$ cat src/rtl/fetch_pc_unit.sv
// Instruction-fetch front end: owns the program counter, drives the
// instruction memory's address/flush/stall, and produces pc_id/valid_id
// aligned with the memory's registered instruction output.
module fetch_pc_unit #(
    parameter logic [31:0] RESET_PC = 32'h0000_0000,
    parameter logic [31:0] PC_STEP  = 32'd4
) (
    input  logic        clk,
    input  logic        rst,
    input  logic        stall_in,
    input  logic        redirect_valid,
    input  logic [31:0] redirect_target,
    input  logic        trap_req,
    input  logic [31:0] trap_vec,
    input  logic        halt_req,
    input  logic        resume_req,
    output logic [31:0] pc,
    output logic        imem_flush,
    output logic        imem_stall,
    output logic [31:0] pc_id,
    output logic        valid_id,
    output logic        misalign_exc,
    output logic [31:0] misalign_addr
);

    typedef enum logic {
        ST_RUN  = 1'b0,
        ST_HALT = 1'b1
    } state_t;

    state_t      state_q;
    logic [31:0] pc_q;
    logic [31:0] pc_id_q;
    logic        valid_id_q;
    logic        misalign_exc_q;
    logic [31:0] misalign_addr_q;

    logic [31:0] trap_entry;
    logic        redirect_aligned;

    // The trap handler is always word aligned; low vector bits are dropped.
    assign trap_entry       = {trap_vec[31:2], 2'b00};
    assign redirect_aligned = (redirect_target[1:0] == 2'b00);

    // Flush overrides any stall; stall covers back-pressure, a halt request
    // being accepted this cycle, and the whole halted period.
    always_comb begin
        imem_flush = trap_req | redirect_valid;
        imem_stall = ~imem_flush &
                     (stall_in | (state_q == ST_RUN && halt_req) | (state_q == ST_HALT));
    end

    // Next-PC arbitration and run/halt FSM with registered outputs.
    always_ff @(posedge clk or posedge rst) begin
        if (rst) begin
            state_q         <= ST_RUN;
            pc_q            <= RESET_PC;
            pc_id_q         <= 32'h0000_0000;
            valid_id_q      <= 1'b0;
            misalign_exc_q  <= 1'b0;
            misalign_addr_q <= 32'h0000_0000;
        end else begin
            // The misalignment flag is a single-cycle pulse.
            misalign_exc_q <= 1'b0;
            if (trap_req) begin
                pc_q       <= trap_entry;
                pc_id_q    <= 32'h0000_0000;
                valid_id_q <= 1'b0;
                state_q    <= ST_RUN;
            end else if (redirect_valid && redirect_aligned) begin
                pc_q       <= redirect_target;
                pc_id_q    <= 32'h0000_0000;
                valid_id_q <= 1'b0;
                state_q    <= ST_RUN;
            end else if (redirect_valid) begin
                // Misaligned target: branch not taken, enter the trap handler.
                pc_q            <= trap_entry;
                pc_id_q         <= 32'h0000_0000;
                valid_id_q      <= 1'b0;
                misalign_exc_q  <= 1'b1;
                misalign_addr_q <= redirect_target;
                state_q         <= ST_RUN;
            end else if (state_q == ST_HALT) begin
                // pc holds on the resume edge; fetch restarts on the next one.
                valid_id_q <= 1'b0;
                if (resume_req) begin
                    state_q <= ST_RUN;
                end
            end else if (halt_req) begin
                valid_id_q <= 1'b0;
                state_q    <= ST_HALT;
            end else if (stall_in) begin
                // Everything holds while decode back-pressures.
                pc_q <= pc_q;
            end else begin
                pc_q       <= pc_q + PC_STEP;
                pc_id_q    <= pc_q;
                valid_id_q <= 1'b1;
            end
        end
    end

    assign pc            = pc_q;
    assign pc_id         = pc_id_q;
    assign valid_id      = valid_id_q;
    assign misalign_exc  = misalign_exc_q;
    assign misalign_addr = misalign_addr_q;

endmodule

$ cat config.mk
export PLATFORM = sky130hd
export DESIGN_NAME = fetch_pc_unit
export DESIGN_NICKNAME = d
export VERILOG_FILES = /design/src/rtl/fetch_pc_unit.sv
export SDC_FILE = /design/constraint.sdc
export NUM_CORES = 1
export LEC_CHECK = 0
export BUFFER_PORTS_ARGS = -buffer_cell sky130_fd_sc_hd__buf_2
export CAP_MARGIN = 20
export CORE_AREA = 2 2 124 126
export DETAILED_ROUTE_END_ITERATION = 10
export DIE_AREA = 0 0 126 128
export GPL_TIMING_DRIVEN = 0
export REMOVE_ABC_BUFFERS = 1
export SETUP_SLACK_MARGIN = 0.05
export SLEW_MARGIN = 20
export SYNTH_ARGS = -nofsm -noshare
export SYNTH_HDL_FRONTEND = slang
export SYNTH_SLANG_ARGS = --single-unit
$ cat constraint.sdc
create_clock -name clk -period 3.6 [get_ports clk]
set_clock_uncertainty 0.2 [all_clocks]
set_input_delay 0.9 -clock clk [delete_from_list [all_inputs] [get_ports clk]]
set_output_delay 0.9 -clock clk [all_outputs]
set_load 0.01 [all_outputs]
# == After elaboration in Yosys (flattened, before gate mapping) ==
# Cells that the tools add are included.
# totals
in_bits,71
out_inout_bits,100
ff_bits,99
wordCells,51
# op_classes
n_eq_ne,4
n_addsub,1
n_bitwise,8
n_reduce_logical,5
mux,27
# op_table
op,n
32-bit two-way mux,12
"32-bit by 3-bit adder with 32-bit output, second input constant",1
1-bit two-way mux,15
"4-bit by 3-bit != test with 1-bit output, second input constant",2
"6-bit by 1-bit != test with 1-bit output, second input constant",1
3-bit AND reduction,2
"4-bit by 1-bit != test with 1-bit output, second input constant",1
1-bit inverter,4
1-bit OR,3
1-bit logical AND,2
2-bit logical NOT,1
1-bit AND,1

# == Longest topological paths before layout ==
# Gate-level depths: netlist of the first run.
# logic_depth
word_depth,7
mapped_depth,8
mapped_depth_nobuf,6

# == Worst setup path after synthesis of the first run ==
# No wires, ideal clock.
# synth_timing
path_kind,input-to-output
from,input trap_req
to,output imem_flush
t_arrival_ns,1.894
cell_stages,5
n_path_buf,3
required_ns,2.500
slack_ns,0.606
path_cell_list,buf_2 nor2_2 inv_1 clkbuf_1 buf_1
# synth_via
elab_chain_cells,1
# synth_rtl
element,line_no,rtl
from (decl),13,"input logic trap_req,"
1-bit OR,48,imem_flush = trap_req | redirect_valid;
to (decl),18,"output logic imem_flush,"
# No other way between the ends.

# == Worst setup path in the final report of the first run ==
# layout_timing
from,input halt_req
to,output imem_stall
# layout_via
elab_chain_cells,4
# layout_rtl
element,line_no,rtl
from (decl),15,"input logic halt_req,"
1-bit logical AND,50,(stall_in | (state_q == ST_RUN && halt_req) | (state_q == ST_HALT));
1-bit OR (2 in a row),50,
1-bit AND,49,imem_stall = ~imem_flush &
to (decl),19,"output logic imem_stall,"
# No other way between the ends.

==> results of run 1 <==
[worst max-delay path, cell delays in order]
cell and delay (ns):
buf_2 0.15, or3_4 0.55, nand2_4 0.24, inv_2 0.23, buf_2 0.22
[cells by family (layout without fill, tap and decap cells)]
kind of cell | count (synthesis) | count (layout)
compound gates | 156 | 156
xor+xnor | 1 | 1
fa+ha+maj | 1 | 1
buf+inv | 46 | 201
flops | 99 | 99
mux | 37 | 37
simple gates | 177 | 178
[timing repair]
item,CTS,global route
cloned,0,1
endpoints found under the setup margin,2,1
buffers inserted,3,0
pin swaps,1,1
gates resized for setup,4,0
[through the flow]
| step | instances | setup TNS [ns] | hold WS, ns | total power [mW] | setup WS, ns |
|---|---|---|---|---|---|
| final | 861 | 0 | 0.288 | 2.93 | 0.193 |
| after global routing | 861 | 0 | 0.305 | 3.07 | 0.124 |
| after CTS | 860 | 0 | 0.292 | 2.95 | 0.118 |
| after detailed placement | 841 | -1.09 | 0.275 | 1.96 | -0.625 |
| after global placement | 836 | -173.32 | 0.268 | 1.93 | -1.37 |
| after floorplan | 480 | -8.95 | 0.281 | 1.67 | -0.0904 |
[layout by cell type (no fill, tap or decap), types with 9 or more instances in the layout]
cell / netlist / routed
clkbuf_16: 0 / 9
a22oi_1: 14 / 14
nor2_1: 22 / 22
mux2_2: 30 / 30
nand2_1: 91 / 91
dfrtp_1: 99 / 99
o21ai_0: 22 / 22
buf_2: 11 / 168
nand3_1: 15 / 15
a22o_1: 9 / 9
a21oi_1: 51 / 51
[power by group through the flow]
stage          Clock, mW  Combinational [mW]  Sequential, mW
5_1_grt             1.05               0.645            1.38
6_report           0.981               0.589            1.36
3_5_place_dp           0               0.585            1.38
4_1_cts             1.00               0.591            1.36
3_3_place_gp           0               0.563            1.37
2_1_floorplan          0               0.261            1.40
[worst max path at each step]
stage,cells after the start,start,end
global placement,2,rst,misalign_addr[23]
finish,5,halt_req,imem_stall
global route,5,trap_req,imem_flush
detailed placement,5,trap_req,imem_stall
CTS,5,stall_in,imem_stall
floorplan,1,rst,misalign_addr[0]
[routing by layer]
layer  up-vias  wire [um]  track usage
met5         -          0            0
met4         0        299       0.0666
met3        19        917       0.0338
met2       167       7870        0.323
met1      2352       7190        0.265
li1       2206          -            -
[sequential cells by signal, summed over array words and instances (netlist names)]
name / flops
pc: 32
misalign_exc: 1
valid_id: 1
state_q: 1
pc_id: 32
misalign_addr: 32
[layout make-up]
cell class | count | area, um2
Multi-Input combinational cell | 373 | 2430
Sequential cell | 99 | 2480
Clock inverter | 6 | 55.1
Tap cell | 188 | 235
Fill cell | 1504 | 8450
Clock buffer | 10 | 239
Inverter | 9 | 41.3
Timing Repair Buffer | 176 | 940
==> results.cfg, run 1 <==
[logic_synthesis]
synthAdderAreaFrac = 0.00246
yosys-top-cells-area = dfrtp_1 (49%), nand2_1 (6.7%), mux2_2 (6.6%), a21oi_1 (5.0%), o21ai_0 (2.2%)
synth_area_um2 = 5090
synth_common_cells = dfrtp_1 (99), nand2_1 (91), a21oi_1 (51)
synth.area.mux_share = 0.0806
ys_ff_latch = 99
synth_top_area_share = 0.486
yosysSeqAreaShare = 0.486
yosysWarnings = 0
synthSimpleGateAreaFrac = 0.176
syn_area_per_cell_um2 = 9.85
syn_inst = 517
synth_top_area_cell = dfrtp_1
synth_compound_gate_area_share = 0.209
synth-async-reset-ratio = 1.00
synth.most_common_cell = dfrtp_1
synthXorXnorAreaFrac = 0.00172
post_synth_num_cell_types = 63
synthFlopType = dfrtp_1
synth_top_family_by_area = compound AO/OA/AOI/OAI gates
synth_edf_count = 0

[worst_hold_path]
min_path_cells = 1
holdCritPathClass = register to register
min-delay-start = misalign_addr[22]
hold_end = misalign_addr[22]

[placed_design]
gp_congestion = 0.804
placed_cell_area_um2 = 6080
io_buffers = 168
hpwl_um = 11400

[drt]
routed_wl_um = 16300
drt-initial-drc-count = 377
viasPerCell = 5.51
detail_route.wl_per_cell_um = 18.9
drc = 0
dr.pass1.iters = 5
ant_nets = 0
vias = 4744

[global_route]
grt_max_degree = 54
first_global_vias = 4586
overflow = 0
grt_pass1_wl_um = 25100
grt.total_usage = 0.197
antenna_found_initial = 0

[floorplanning]
die_x_um = 126
core_area_um2 = 14900
row_count = 45
io_pins = 171
initial_core_util = 0.343
dieArea_um2 = 16100
die_h_um = 128

[worst_setup_path]
startpoint_type = input pin
rr_worst_depth = 6
worstReg2RegEnd = pc[27]
worst_ep_arrival_time_ns = 2.31
critPathCaptureType = primary output
timing.rr.start = state_q
cp_max_fo = 23
required_ns = 2.50
r2r_slack_ns = 1.14
crit_type = input pin to primary output

[clock_network]
cts_tree = done
clk_latency_ns = 0.35
cts_root_buf = clkbuf_16
cts.clk_slew.worst_paths_ns = 0.06
cts_max_path_buffers = 2
cts_hold_buf = 0
cts_max_level = 3
clock_sinks = 99
cts_buffers = 9

[sta]
hold_violations = 0
slew_violations = 0
fmax_mhz = 294
rsz0062_at_grt = no
finalSetupViolCount = 0
relSlewSlack = 0.305
tightestPinTransition_ns = 1.04
period_needed_ns = 3.41
min_period_over_period = 0.946

[power_and_ir_drop]
pwr-share-clk = 0.335
internal_power_mw = 2.05
netSwitchingPower_uw = 882
p_per_area_nw_per_um2 = 456
seqPwrFrac = 0.464
p_comb_frac = 0.201
leakagePower_nw = 2.99
ir_drop_mv = 0.172
swShare = 0.301

[final_layout]
finalNetCount = 740
area_growth_pct = 26.0
final_cell_area_um2 = 6420
final_layout_size_suffix_gt1_frac = 0.373
fin_util = 0.432
diodes = 0

[run_status]
outcome = completed

[job]
cap_viol_max_count = 0
No activity file was read; power rests on OpenSTA's default activity.
==> run 2, diff against run 1 <==
Settings changed: CAP_MARGIN 20 to 10, REMOVE_ABC_BUFFERS 1 to not set.
==> run 2 against run 1 <==
  * Non-clock buffer count is 30 higher
  * Clock-buffer cell count stayed put
  * First-iteration DRC count is 14% lower
  * Hold slack worse by 0.013 ns
  * Largest cell class unchanged
  * Wire length is 4.1% higher
  * Via count is 0.59% higher
  * Critical path type unchanged
  * Sequential share of layout area is 0.63 points lower
  * Design area is 1.7% higher
==> results.cfg, run 2 (synthesized netlist as in run 1, its figures left out) <==
[power_and_ir_drop]
leakagePower_nw = 3.05
p_per_area_nw_per_um2 = 453
ir_drop_mv = 0.236

[floorplanning]
dieArea_um2 = 16100
core_area_um2 = 14900
die_x_um = 126
io_pins = 171
row_count = 45
die_h_um = 128
initial_core_util = 0.343

[global_route]
first_global_vias = 4703
grt.total_usage = 0.208
antenna_found_initial = 0
overflow = 0
grt_pass1_wl_um = 26100
grt_max_degree = 34

[sta]
slew_violations = 0
hold_violations = 0
period_needed_ns = 3.29
finalSetupViolCount = 0
rsz0062_at_grt = no
tightestPinTransition_ns = 0.609
relSlewSlack = 0.592
fmax_mhz = 304
min_period_over_period = 0.914

[placed_design]
placed_cell_area_um2 = 6230
gp_congestion = 0.826
io_buffers = 167
hpwl_um = 13100

[drt]
drt-initial-drc-count = 325
dr.pass1.iters = 5
vias = 4772
drc = 0
routed_wl_um = 16900
ant_nets = 0
detail_route.wl_per_cell_um = 19.1
viasPerCell = 5.37

[worst_setup_path]
critPathSlowestCell = clkbuf_2
critPathCaptureType = primary output
required_ns = 2.50
crit_top_cell = buf_2
crit_chain = buf_2 > nor2_4 > inv_1 > clkbuf_2 > buf_2
worst_ep_arrival_time_ns = 2.19
cp_max_fo = 19
crit_type = input pin to primary output
startpoint_type = input pin
critPathMaxStageDelay_ns = 0.37

[clock_network]
cts_max_path_buffers = 2
cts_tree = done
cts_buffers = 9
clk_latency_ns = 0.36
cts.clk_slew.worst_paths_ns = 0.06
ctsResizeCount = 2
cts_root_buf = clkbuf_16
cts_hold_buf = 0
clock_sinks = 99
post_cts_buffers = 0
cts_max_level = 3

[final_layout]
area_growth_pct = 28.1
fin_util = 0.439
final_cell_area_um2 = 6520
register_area_um2 = 2480
fillCellCount = 1499
diodes = 0
final_layout_size_suffix_gt1_frac = 0.369
final_cell_mix = buf_2 (178), dfrtp_1 (99), nand2_1 (91), a21oi_1 (51), mux2_2 (30)
finalNetCount = 769
final_common_cell = buf_2
multi_input_area_um2 = 2400

[worst_hold_path]
holdCritPathClass = input pin to asynchronous set/reset pin

[run_status]
outcome = completed

[logic_synthesis]
syn_nets = 589

[job]
cap_viol_max_count = 0
==> run 2: changes by cell type in the layout (fill, tap and decap cells not counted), moves of 2 or more <==
| cell | change |
|---|---|
| buf_1 | +4 |
| buf_12 | +3 |
| buf_2 | +10 |
| clkbuf_1 | +14 |
| clkbuf_2 | +2 |
| clkinv_2 | -5 |
| clkinv_4 | +2 |
| clkinvlp_4 | +2 |
| nor3_2 | +2 |
| nor3_4 | -2 |
==> run 2: final timing paths <==
check	from	end	slack (ns)	cells past startpoint
worst max register to register	pc[3]	pc[22]	1.28	6
worst max-delay path	trap_req	imem_flush	0.31	5
worst min register to register	misalign_addr[22]	misalign_addr[22]	0.29	1
worst min-delay path	rst	pc_id[16]	0.28	2
max in group asynchronous	rst	pc_id[8]	2.27	4
min in group clk	misalign_addr[22]	misalign_addr[22]	0.29	1
==> run 2: final cells by class <==
class | instances | area share
flip-flops and latches | 99 | 0.380
inverters | 9 | 0.00575
plain buffers | 36 | 0.0284
repair buffers | 170 | 0.137
well taps | 188 | 0.0361
multi-input cells | 372 | 0.368
clock inverters | 5 | 0.00978
clock buffers | 10 | 0.0351
==> run 2: critical path: cells and delay by family <==
kind | cells | cell delay [ns]
buffers and inverters | 4 | 1.02
and+or+nand+nor | 1 | 0.25
==> run 2: where the power goes <==
group | internal, mW | leakage (nW) | switching, mW
clock | 0.541 | 0.139 | 0.450
sequential | 1.23 | 1.25 | 0.115
combinational | 0.276 | 1.65 | 0.346
total | 2.05 | 3.05 | 0.911
==> run 2: through the flow <==
step	cells	setup TNS, ns	total power [mW]	setup slack, ns	hold slack [ns]
2_1_floorplan	517	0	1.69	0.606	0.281
3_3_place_gp	872	-0.0955	1.96	-0.0955	0.271
3_5_place_dp	875	-0.134	1.99	-0.134	0.285
4_1_cts	889	0	2.98	0.308	0.270
5_1_grt	889	0	3.10	0.246	0.285
6_report	889	0	2.96	0.310	0.275
==> run 2: layer usage <==
layer,track usage,wire length [um],vias up
li1,-,-,2258
met1,0.292,7760,2300
met2,0.316,7620,195
met3,0.0472,1220,19
met4,0.0789,342,0
met5,0,0,-
